**src/rtl/vga_pattern_gen.sv**
```systemverilog
// Test-pattern generator driven by external HS/VS: derives pixel position from the sync edges,
// draws one of four RGB332 patterns and reports whether the sync timing is locked.
module vga_pattern_gen #(
   parameter int unsigned H_START = 144,
   parameter int unsigned V_START = 35,
   parameter int unsigned H_TOTAL = 800,
   parameter int unsigned V_TOTAL = 525
) (
   input  logic       i_pix_clk,
   input  logic       i_rst,
   input  logic       i_hs,
   input  logic       i_vs,
   input  logic [1:0] i_sw,
   output logic [2:0] o_r,
   output logic [2:0] o_g,
   output logic [1:0] o_b,
   output logic       o_de,
   output logic [9:0] o_x,
   output logic [9:0] o_y,
   output logic       o_locked
);

   localparam logic [10:0] HFirst   = 11'(H_START);
   localparam logic [10:0] HLast    = 11'(H_START + 639);
   localparam logic [10:0] VFirst   = 11'(V_START);
   localparam logic [10:0] VLast    = 11'(V_START + 479);
   localparam logic [9:0]  HStart10 = 10'(H_START);
   localparam logic [9:0]  VStart10 = 10'(V_START);
   localparam logic [10:0] HTotal11 = 11'(H_TOTAL);
   localparam logic [10:0] VTotal11 = 11'(V_TOTAL);
   localparam logic [7:0]  White    = 8'b111_111_11;

   logic       r_hs_d, r_vs_d;
   logic [9:0] r_hcnt, r_vcnt;
   logic [1:0] r_pat;
   logic       r_frame_bad, r_armed, r_locked;
   logic [1:0] r_good_cnt;
   logic       r_de;
   logic [9:0] r_x, r_y;
   logic [7:0] r_rgb;

   logic       w_hs_fall, w_vs_fall, w_vis;
   logic [9:0] w_x, w_y;
   logic [2:0] w_bar;
   logic [7:0] w_rgb;
   logic       w_line_fail, w_frame_good;
   logic       w_frame_bad_d, w_armed_d, w_locked_d;
   logic [1:0] w_good_cnt_d;

   assign w_hs_fall = r_hs_d & ~i_hs;
   assign w_vs_fall = r_vs_d & ~i_vs;

   assign w_vis = ({1'b0, r_hcnt} >= HFirst) && ({1'b0, r_hcnt} <= HLast) &&
                  ({1'b0, r_vcnt} >= VFirst) && ({1'b0, r_vcnt} <= VLast);
   assign w_x   = r_hcnt - HStart10;
   assign w_y   = r_vcnt - VStart10;

   always_comb begin
      w_bar = 3'd0;
      for (int i = 1; i < 8; i++) begin
         if (w_x >= 10'(80 * i)) w_bar = 3'(i);
      end
   end

   always_comb begin
      w_rgb = 8'd0;
      unique case (r_pat)
         2'd0: begin
            unique case (w_bar)
               3'd0: w_rgb = 8'b111_111_11;
               3'd1: w_rgb = 8'b111_111_00;
               3'd2: w_rgb = 8'b000_111_11;
               3'd3: w_rgb = 8'b000_111_00;
               3'd4: w_rgb = 8'b111_000_11;
               3'd5: w_rgb = 8'b111_000_00;
               3'd6: w_rgb = 8'b000_000_11;
               3'd7: w_rgb = 8'b000_000_00;
            endcase
         end
         2'd1: w_rgb = (w_x[5] ^ w_y[5]) ? White : 8'd0;
         2'd2: w_rgb = {w_x[9:7], w_y[8:6], w_x[6:5]};
         2'd3: w_rgb = ((w_x == 10'd0) || (w_x == 10'd639) ||
                        (w_y == 10'd0) || (w_y == 10'd479)) ? White : 8'd0;
      endcase
   end

   // A disarmed check skips the partial line that follows reset or a loss of lock.
   assign w_line_fail  = w_hs_fall & r_armed & (({1'b0, r_hcnt} + 11'd1) != HTotal11);
   assign w_frame_good = (({1'b0, r_vcnt} + 11'd1) == VTotal11) & ~r_frame_bad & ~w_line_fail;

   always_comb begin
      w_frame_bad_d = r_frame_bad;
      w_good_cnt_d  = r_good_cnt;
      w_locked_d    = r_locked;
      w_armed_d     = r_armed | w_hs_fall;
      if (w_vs_fall) begin
         w_frame_bad_d = 1'b0;
         if (w_frame_good) begin
            w_good_cnt_d = (r_good_cnt == 2'd2) ? 2'd2 : r_good_cnt + 2'd1;
            if (r_good_cnt != 2'd0) w_locked_d = 1'b1;
         end else begin
            w_good_cnt_d = 2'd0;
            w_locked_d   = 1'b0;
         end
      end else if (w_line_fail) begin
         w_frame_bad_d = 1'b1;
      end
      if (w_line_fail) w_locked_d = 1'b0;
      if (r_locked && !w_locked_d) w_armed_d = 1'b0;
   end

   always_ff @(posedge i_pix_clk) begin
      if (i_rst) begin
         r_hs_d      <= 1'b1;
         r_vs_d      <= 1'b1;
         r_hcnt      <= 10'd1023;
         r_vcnt      <= 10'd1023;
         r_pat       <= 2'd0;
         r_frame_bad <= 1'b0;
         r_good_cnt  <= 2'd0;
         r_armed     <= 1'b0;
         r_locked    <= 1'b0;
         r_de        <= 1'b0;
         r_x         <= 10'd0;
         r_y         <= 10'd0;
         r_rgb       <= 8'd0;
      end else begin
         r_hs_d      <= i_hs;
         r_vs_d      <= i_vs;
         r_frame_bad <= w_frame_bad_d;
         r_good_cnt  <= w_good_cnt_d;
         r_armed     <= w_armed_d;
         r_locked    <= w_locked_d;
         if (w_vs_fall) r_pat <= i_sw;

         if (w_hs_fall)                r_hcnt <= 10'd0;
         else if (r_hcnt != 10'd1023)  r_hcnt <= r_hcnt + 10'd1;
         if (w_vs_fall)                             r_vcnt <= 10'd0;
         else if (w_hs_fall && r_vcnt != 10'd1023)  r_vcnt <= r_vcnt + 10'd1;

         r_de <= w_vis;
         if (w_vis) begin
            r_x   <= w_x;
            r_y   <= w_y;
            r_rgb <= w_rgb;
         end else begin
            r_rgb <= 8'd0;
         end
      end
   end

   assign o_r      = r_rgb[7:5];
   assign o_g      = r_rgb[4:2];
   assign o_b      = r_rgb[1:0];
   assign o_de     = r_de;
   assign o_x      = r_x;
   assign o_y      = r_y;
   assign o_locked = r_locked;

endmodule
```
**config.mk**
```make
export PLATFORM = sky130hd
export DESIGN_NAME = vga_pattern_gen
export DESIGN_NICKNAME = d
export VERILOG_FILES = /design/src/rtl/vga_pattern_gen.sv
export SDC_FILE = /design/constraint.sdc
export NUM_CORES = 1
export LEC_CHECK = 0
export BUFFER_PORTS_ARGS = -buffer_cell sky130_fd_sc_hd__buf_2
export CORE_MARGIN = 2
export CORE_UTILIZATION = 55
export CTS_BUF_LIST = sky130_fd_sc_hd__clkbuf_8
export CTS_CLUSTER_DIAMETER = 50
export DETAILED_ROUTE_END_ITERATION = 6
export PLACE_DENSITY = 0.86
export SYNTH_ARGS = -nofsm -noshare
export SYNTH_HDL_FRONTEND = slang
export SYNTH_SLANG_ARGS = --single-unit
```
**constraint.sdc**
```tcl
create_clock -name i_pix_clk -period 2.3 [get_ports i_pix_clk]
set_input_delay 0.46 -clock i_pix_clk [delete_from_list [all_inputs] [get_ports i_pix_clk]]
set_output_delay 0.46 -clock i_pix_clk [all_outputs]
set_load 0.005 [all_outputs]
```
After elaboration in Yosys (flattened, before gate mapping) --
Memory sizes are Yosys's and may differ from the RTL's. Cells that the tools add are included.
Storage, ports and cells: bits in registers 58, memory bits (read-only) 64, input port bits 6, output and inout port bits 30, logic and storage cells 93, memories kept 1
Cells by class: add/sub/neg operators 7, $lt $le $gt $ge 11, equality and inequality tests 10, mux-type cells 20, bitwise logic cells 13, reductions and logical operators 18
Memories:
- (no name shown) | words 8, width 8, read ports 1, clocked after memory_dff 0, write ports 0, RTL line 69 | unique case (w_bar)
Operator list (count):
- 10-bit 2-to-1 mux | 4
- 8-bit case mux with 4 select lines | 1
- 10-bit by 8-bit >= comparator with 1-bit output (second input constant) | 3
- 10-bit by 9-bit >= comparator with 1-bit output (second input constant) | 3
- 10-bit by 1-bit adder with 11-bit output (second input constant) | 2
- 10-bit by 1-bit adder with 10-bit output (second input constant) | 2
- 10-bit less-or-equal comparator (second input constant) | 2
- 10-bit zero test | 2
- 10-bit inequality test (second input constant) | 2
- 3-bit 2-to-1 mux | 6
- 8-bit 2-to-1 mux | 2
- 11-bit by 10-bit == test with 1-bit output (second input constant) | 1
- 11-bit by 10-bit inequality test with 1-bit output (second input constant) | 1
- 10-bit == test (second input constant) | 1
- 10-bit by 9-bit == test with 1-bit output (second input constant) | 1
- 10-bit >= comparator (second input constant) | 1
- 10-bit by 6-bit >= comparator with 1-bit output (second input constant) | 1
- 10-bit by 7-bit >= comparator with 1-bit output (second input constant) | 1
- 10-bit by 6-bit subtractor with 10-bit output (second input constant) | 1
- 10-bit by 8-bit subtractor with 10-bit output (second input constant) | 1
- 1-bit AND | 6
- 2-bit == test (second input constant) | 3
- 2-bit nonzero test | 3
- 2-bit OR reduction | 3
- other kinds (11) | 26

Depth between registers and ports, before layout --
depth in word-level cells 12, mapped depth 12, gate-level depth less buffers 9

Worst setup path after synthesis --
OpenSTA, ideal clock, no wires.
kind reg2reg, from register r_hcnt[4], to register r_rgb[5], setup time 0.075 ns, arrival 2.067 ns, required time 2.225 ns, slack 0.157 ns, stages on the path, launching flop included 12, buffers on the path 2, period minus slack after synthesis 2.143 ns, cells stage by stage dfxtp_1 -> buf_2 -> inv_1 -> ha_1 -> clkbuf_2 -> nand2b_1 -> a21bo_2 -> nand2_1 -> o221a_2 -> o31ai_1 -> nand3_1 -> o21ai_0
On the way: longest elaborated chain between the ends 11, elaborated cells between the ends (all ways) 32, classes of those cells add/sub: 1; order compare: 9; eq/ne: 1; mux: 10; bitwise: 2; reduce/logical: 8; memory: 1
RTL lines:
- start: declaration | RTL line 34 | logic [9:0] r_hcnt, r_vcnt;
- start signal: assignment | RTL line 137 | else if (r_hcnt != 10'd1023) r_hcnt <= r_hcnt + 10'd1;
- 10-bit by 8-bit subtractor with 10-bit output * | RTL line 55 | assign w_x = r_hcnt - HStart10;
- via w_x[4] | RTL line 43 | logic [9:0] w_x, w_y;
- 10-bit by 7-bit >= comparator with 1-bit output | RTL line 61 | if (w_x >= 10'(80 * i)) w_bar = 3'(i);
- 1-bit 2-to-1 mux | RTL line 61
- 3-bit 2-to-1 mux (6 in series) | RTL line 61
- memory 8 x 8 bit
- 8-bit case mux with 4 select lines * | RTL line 67 | unique case (r_pat)
- end signal: assignment | RTL line 145 | r_rgb <= w_rgb;
- end: declaration | RTL line 40 | logic [7:0] r_rgb;
The timed path passes the listed nets; every way through them passes the cells marked *. A chain may end at the register's enable or synchronous reset.

Worst setup path after layout --
from register r_hcnt[4], to register r_rgb[0]
On the way: longest elaborated chain between the ends 11, elaborated cells between the ends (all ways) 32, classes of those cells add/sub: 1; order compare: 9; eq/ne: 1; mux: 10; bitwise: 2; reduce/logical: 8; memory: 1
RTL lines (RTL line):
- 10-bit by 8-bit subtractor with 10-bit output | 55
- 10-bit by 7-bit >= comparator with 1-bit output | 61
- 1-bit 2-to-1 mux | 61
- 3-bit 2-to-1 mux (6 in series) | 61
- memory 8 x 8 bit
- 8-bit case mux with 4 select lines | 67
Parallel ways exist; a longest one is shown, timed or not.

==> flow_metrics.py <==
metrics = {
    "place": {
        "dpl.hpwl_um": 5500,
        "gp_congestion": 0.926,
        "port_buffers": 35,
    },
    "synthesis": {
        "syn_inst": 417,
        "dominantRegCellSynth": "dfxtp_1",
        "yosysTopAreaCell": "dfxtp_1",
        "synth_area_leaders": "dfxtp_1, nor2_1, ha_1, xnor2_1, a21oi_1",
        "yosysTopAreaCellShare_pct": 33.6,
        "seq_area_frac_synth_pct": 33.6,
        "synth_edf_count": 0,
        "synth_warnings": 0,
        "postSynthAreaPerCell_um2": 8.29,
        "syn_area_um2": 3460,
        "ys_types": 67,
        "ys_seq_elements": 58,
        "synth_common_cells": "nor2_1, dfxtp_1, a21oi_1",
        "synth.most_common_cell": "nor2_1",
        "syn_nets": 437,
        "async_flop_share_pct": 0,
    },
    "die": {
        "design.core.area_um2": 5990,
        "die_w_um": 83.3,
        "pin_count": 36,
        "dieArea_um2": 6930,
        "die_h_um": 83.3,
        "std_cell_rows": 28,
        "initial_utilization_pct": 57.7,
    },
    "worst_hold_path": {
        "holdPathEnd": "r_vs_d$_SDFF_PP1_",
        "hold_path_class": "primary input to register",
        "whs_path_depth": 2,
        "hp-start": "i_vs",
    },
    "cts": {
        "clock_latency_ps": 340,
        "cts_tree": "done",
        "cts_max_level": 3,
        "cts.sinks": 58,
        "numCtsBuffers": 9,
        "root_buffer": "clkbuf_8",
        "clk_pin_slew_ps": 60,
        "clockBufferDepth": 2,
        "postCtsSetupBuffers": 0,
    },
    "sta": {
        "worst_pin_slew_ps": 568,
        "relSlewSlack_pct": 62.1,
        "slew_violations": 0,
        "hold_violations": 0,
        "finalSetupViolCount": 0,
        "skew_ps": 10.1,
        "max_freq_mhz": 458,
        "rsz0062_at_grt": "false",
        "final.period_utilization_pct": 94.9,
        "setup_tns_ps": 0,
        "post-route-min-period_ps": 2180,
    },
    "critical_path": {
        "critPathKind": "register to register",
        "regToRegSetupSlack_ps": 120,
        "path_buf_inv": 1,
        "slowest_delay_ps": 370,
        "timing.rr.start": "r_hcnt[4]$_SDFFE_PP1P_",
        "reg2reg_to": "r_rgb[0]$_SDFF_PP0_",
        "worstPathCellList": "buf_4 > or3_1 > a211o_1 > a221oi_2 > o21ai_0 > nor3_1 > a22oi_1 > o21ai_1",
        "start_kind": "register",
        "crit_arrival_ps": 2450,
        "crit_family": "compound AO/OA/AOI/OAI gates",
        "slowest_stage": "dfxtp_1",
        "ff2ff_path_depth": 8,
        "cp_max_fo": 8,
        "end_kind": "register",
        "critPathRequiredTime_ps": 2570,
    },
    "route": {
        "drc": 0,
        "wl_per_cell_um": 14.7,
        "dr_total_vias": 3063,
        "drt_wl_total_um": 7790,
        "dr.pass1.iters": 4,
        "ant_nets": 0,
        "drt_iter0_drc": 245,
        "vias_per_cell": 5.78,
    },
    "final_layout": {
        "nets": 472,
        "syn_to_final_growth_pct": 14.5,
        "seqCellArea_um2": 1160,
        "fill_cells": 470,
        "multi_input_area_um2": 2120,
        "drive_gt1_share_pct": 22.0,
        "diodes": 0,
    },
    "global_routing": {
        "grt_usage_pct": 22.6,
        "grt_pass1_wl_um": 12900,
        "antenna_found_initial": 0,
        "grt_start_max_net_pins": 32,
        "gr-total-overflow": 0,
        "grt_pass1_vias": 2894,
    },
    "power": {
        "p_comb_share_pct": 25.4,
        "p_int_mw": 1.95,
        "power_density_nw_per_um2": 718,
        "p_switching_uw": 891,
        "p_clk_share_pct": 32.4,
        "finalPower_mw": 2.84,
        "ir_drop_v": 0.000578,
        "p_leak_nw": 1.73,
        "seqPwrFrac_pct": 42.2,
        "swShare_pct": 31.4,
    },
    "flow_run": {
        "maxCapViolCount": 0,
    },
    "outcome": {
        "status": "completed",
    },
}
==> power groups by stage <==
stage	Clock [mW]	Combinational (mW)	Sequential [mW]
after floorplan	0	0.563	1.15
after global placement	0	0.661	1.21
after detailed placement	0	0.679	1.22
after CTS	0.941	0.688	1.19
after global routing	0.987	0.789	1.21
final	0.921	0.720	1.20
==> metal layers <==
metal	wire length [um]	vias up	share of wire, %	global-route usage [%]
met5	0	-	0	0
met4	102	0	1.3	8.35
met3	432	13	5.5	7.36
met2	3700	93	47	36.6
met1	3550	1424	46	27.9
li1	-	1533	-	-
==> state kept, by name (all words and copies together), names as in the netlist <==
register / count
o_x: 10
o_y: 10
r_vcnt: 10
o_locked: 1
r_rgb: 8
r_pat: 2
r_hcnt: 10
r_good_cnt: 2
r_vs_d: 1
r_armed: 1
r_hs_d: 1
o_de: 1
r_frame_bad: 1
==> layout make-up <==
type,instances,area share [%]
repair buffers,57,8.60
well taps,75,2.37
multi-input cells,313,53.6
flip-flops and latches,58,29.4
inverters,13,1.23
clock inverters,3,1.01
clock buffers,11,3.83
==> repair_timing <==
action                     4_1_cts  5_1_grt
setup endpoints to repair        0       22
resized for setup                0       13
hold buffers                     0        0
==> through the flow <==
stage	hold WS (ps)	utilization, %	area (um^2)	setup WS [ps]	cells
6_report	320	66.0	3960	117	530
5_1_grt	312	66.0	3960	2.79	530
4_1_cts	305	65.3	3910	11.8	530
3_5_place_dp	457	62.1	3720	20.8	516
3_3_place_gp	440	62.1	3720	160	516
2_1_floorplan	425	-	3460	157	417
==> logic make-up (layout without fill, tap and decap cells) <==
group / Yosys count / in the layout / share of synthesized area, %
multiplexers: 12 / 12 / 3.51
adder cells (fa/ha/maj): 14 / 14 / 5.07
XOR/XNOR: 27 / 27 / 6.84
buffers and inverters: 46 / 84 / 6.37
AO/OA/AOI/OAI: 106 / 106 / 22.2
AND/OR/NAND/NOR: 154 / 154 / 22.4
flip-flops: 58 / 58 / 33.6
==> how the worst max path moves through the flow <==
stage	start	to	slack, ps	depth (start not counted)
final	r_hcnt[4]$_SDFFE_PP1P_	r_rgb[0]$_SDFF_PP0_	120	8
after global routing	r_hcnt[4]$_SDFFE_PP1P_	r_good_cnt[1]$_SDFFE_PP0P_	3	8
after CTS	r_hcnt[5]$_SDFFE_PP1P_	r_rgb[0]$_SDFF_PP0_	10	9
after detailed placement	r_hcnt[5]$_SDFFE_PP1P_	r_rgb[0]$_SDFF_PP0_	20	9
after global placement	r_hcnt[5]$_SDFFE_PP1P_	r_rgb[1]$_SDFF_PP0_	160	9
after floorplan	r_hcnt[4]$_SDFFE_PP1P_	r_rgb[5]$_SDFF_PP0_	160	11
==> layout by cell type, fill, tap and decap left out, drive strengths merged, types with 3 or more instances in the layout <==
master	synthesis	final
a21boi	3	3
nand2b	7	7
and3	3	3
dfxtp	58	58
nor3	12	12
o31ai	4	4
buf	17	57
nand3b	4	4
xor2	9	9
nand4	6	6
clkbuf	16	11
o211ai	3	3
a21oi	31	31
ha	14	14
a31oi	4	4
nand3	14	14
xnor2	18	18
nor2b	4	4
mux2i	11	11
nor4	3	3
o21ai	20	20
a21o	6	6
o21bai	12	12
or2	9	9
a211oi	3	3
nand2	22	22
inv	13	13
nor2	60	60
Power figures use the tool's default switching activity.
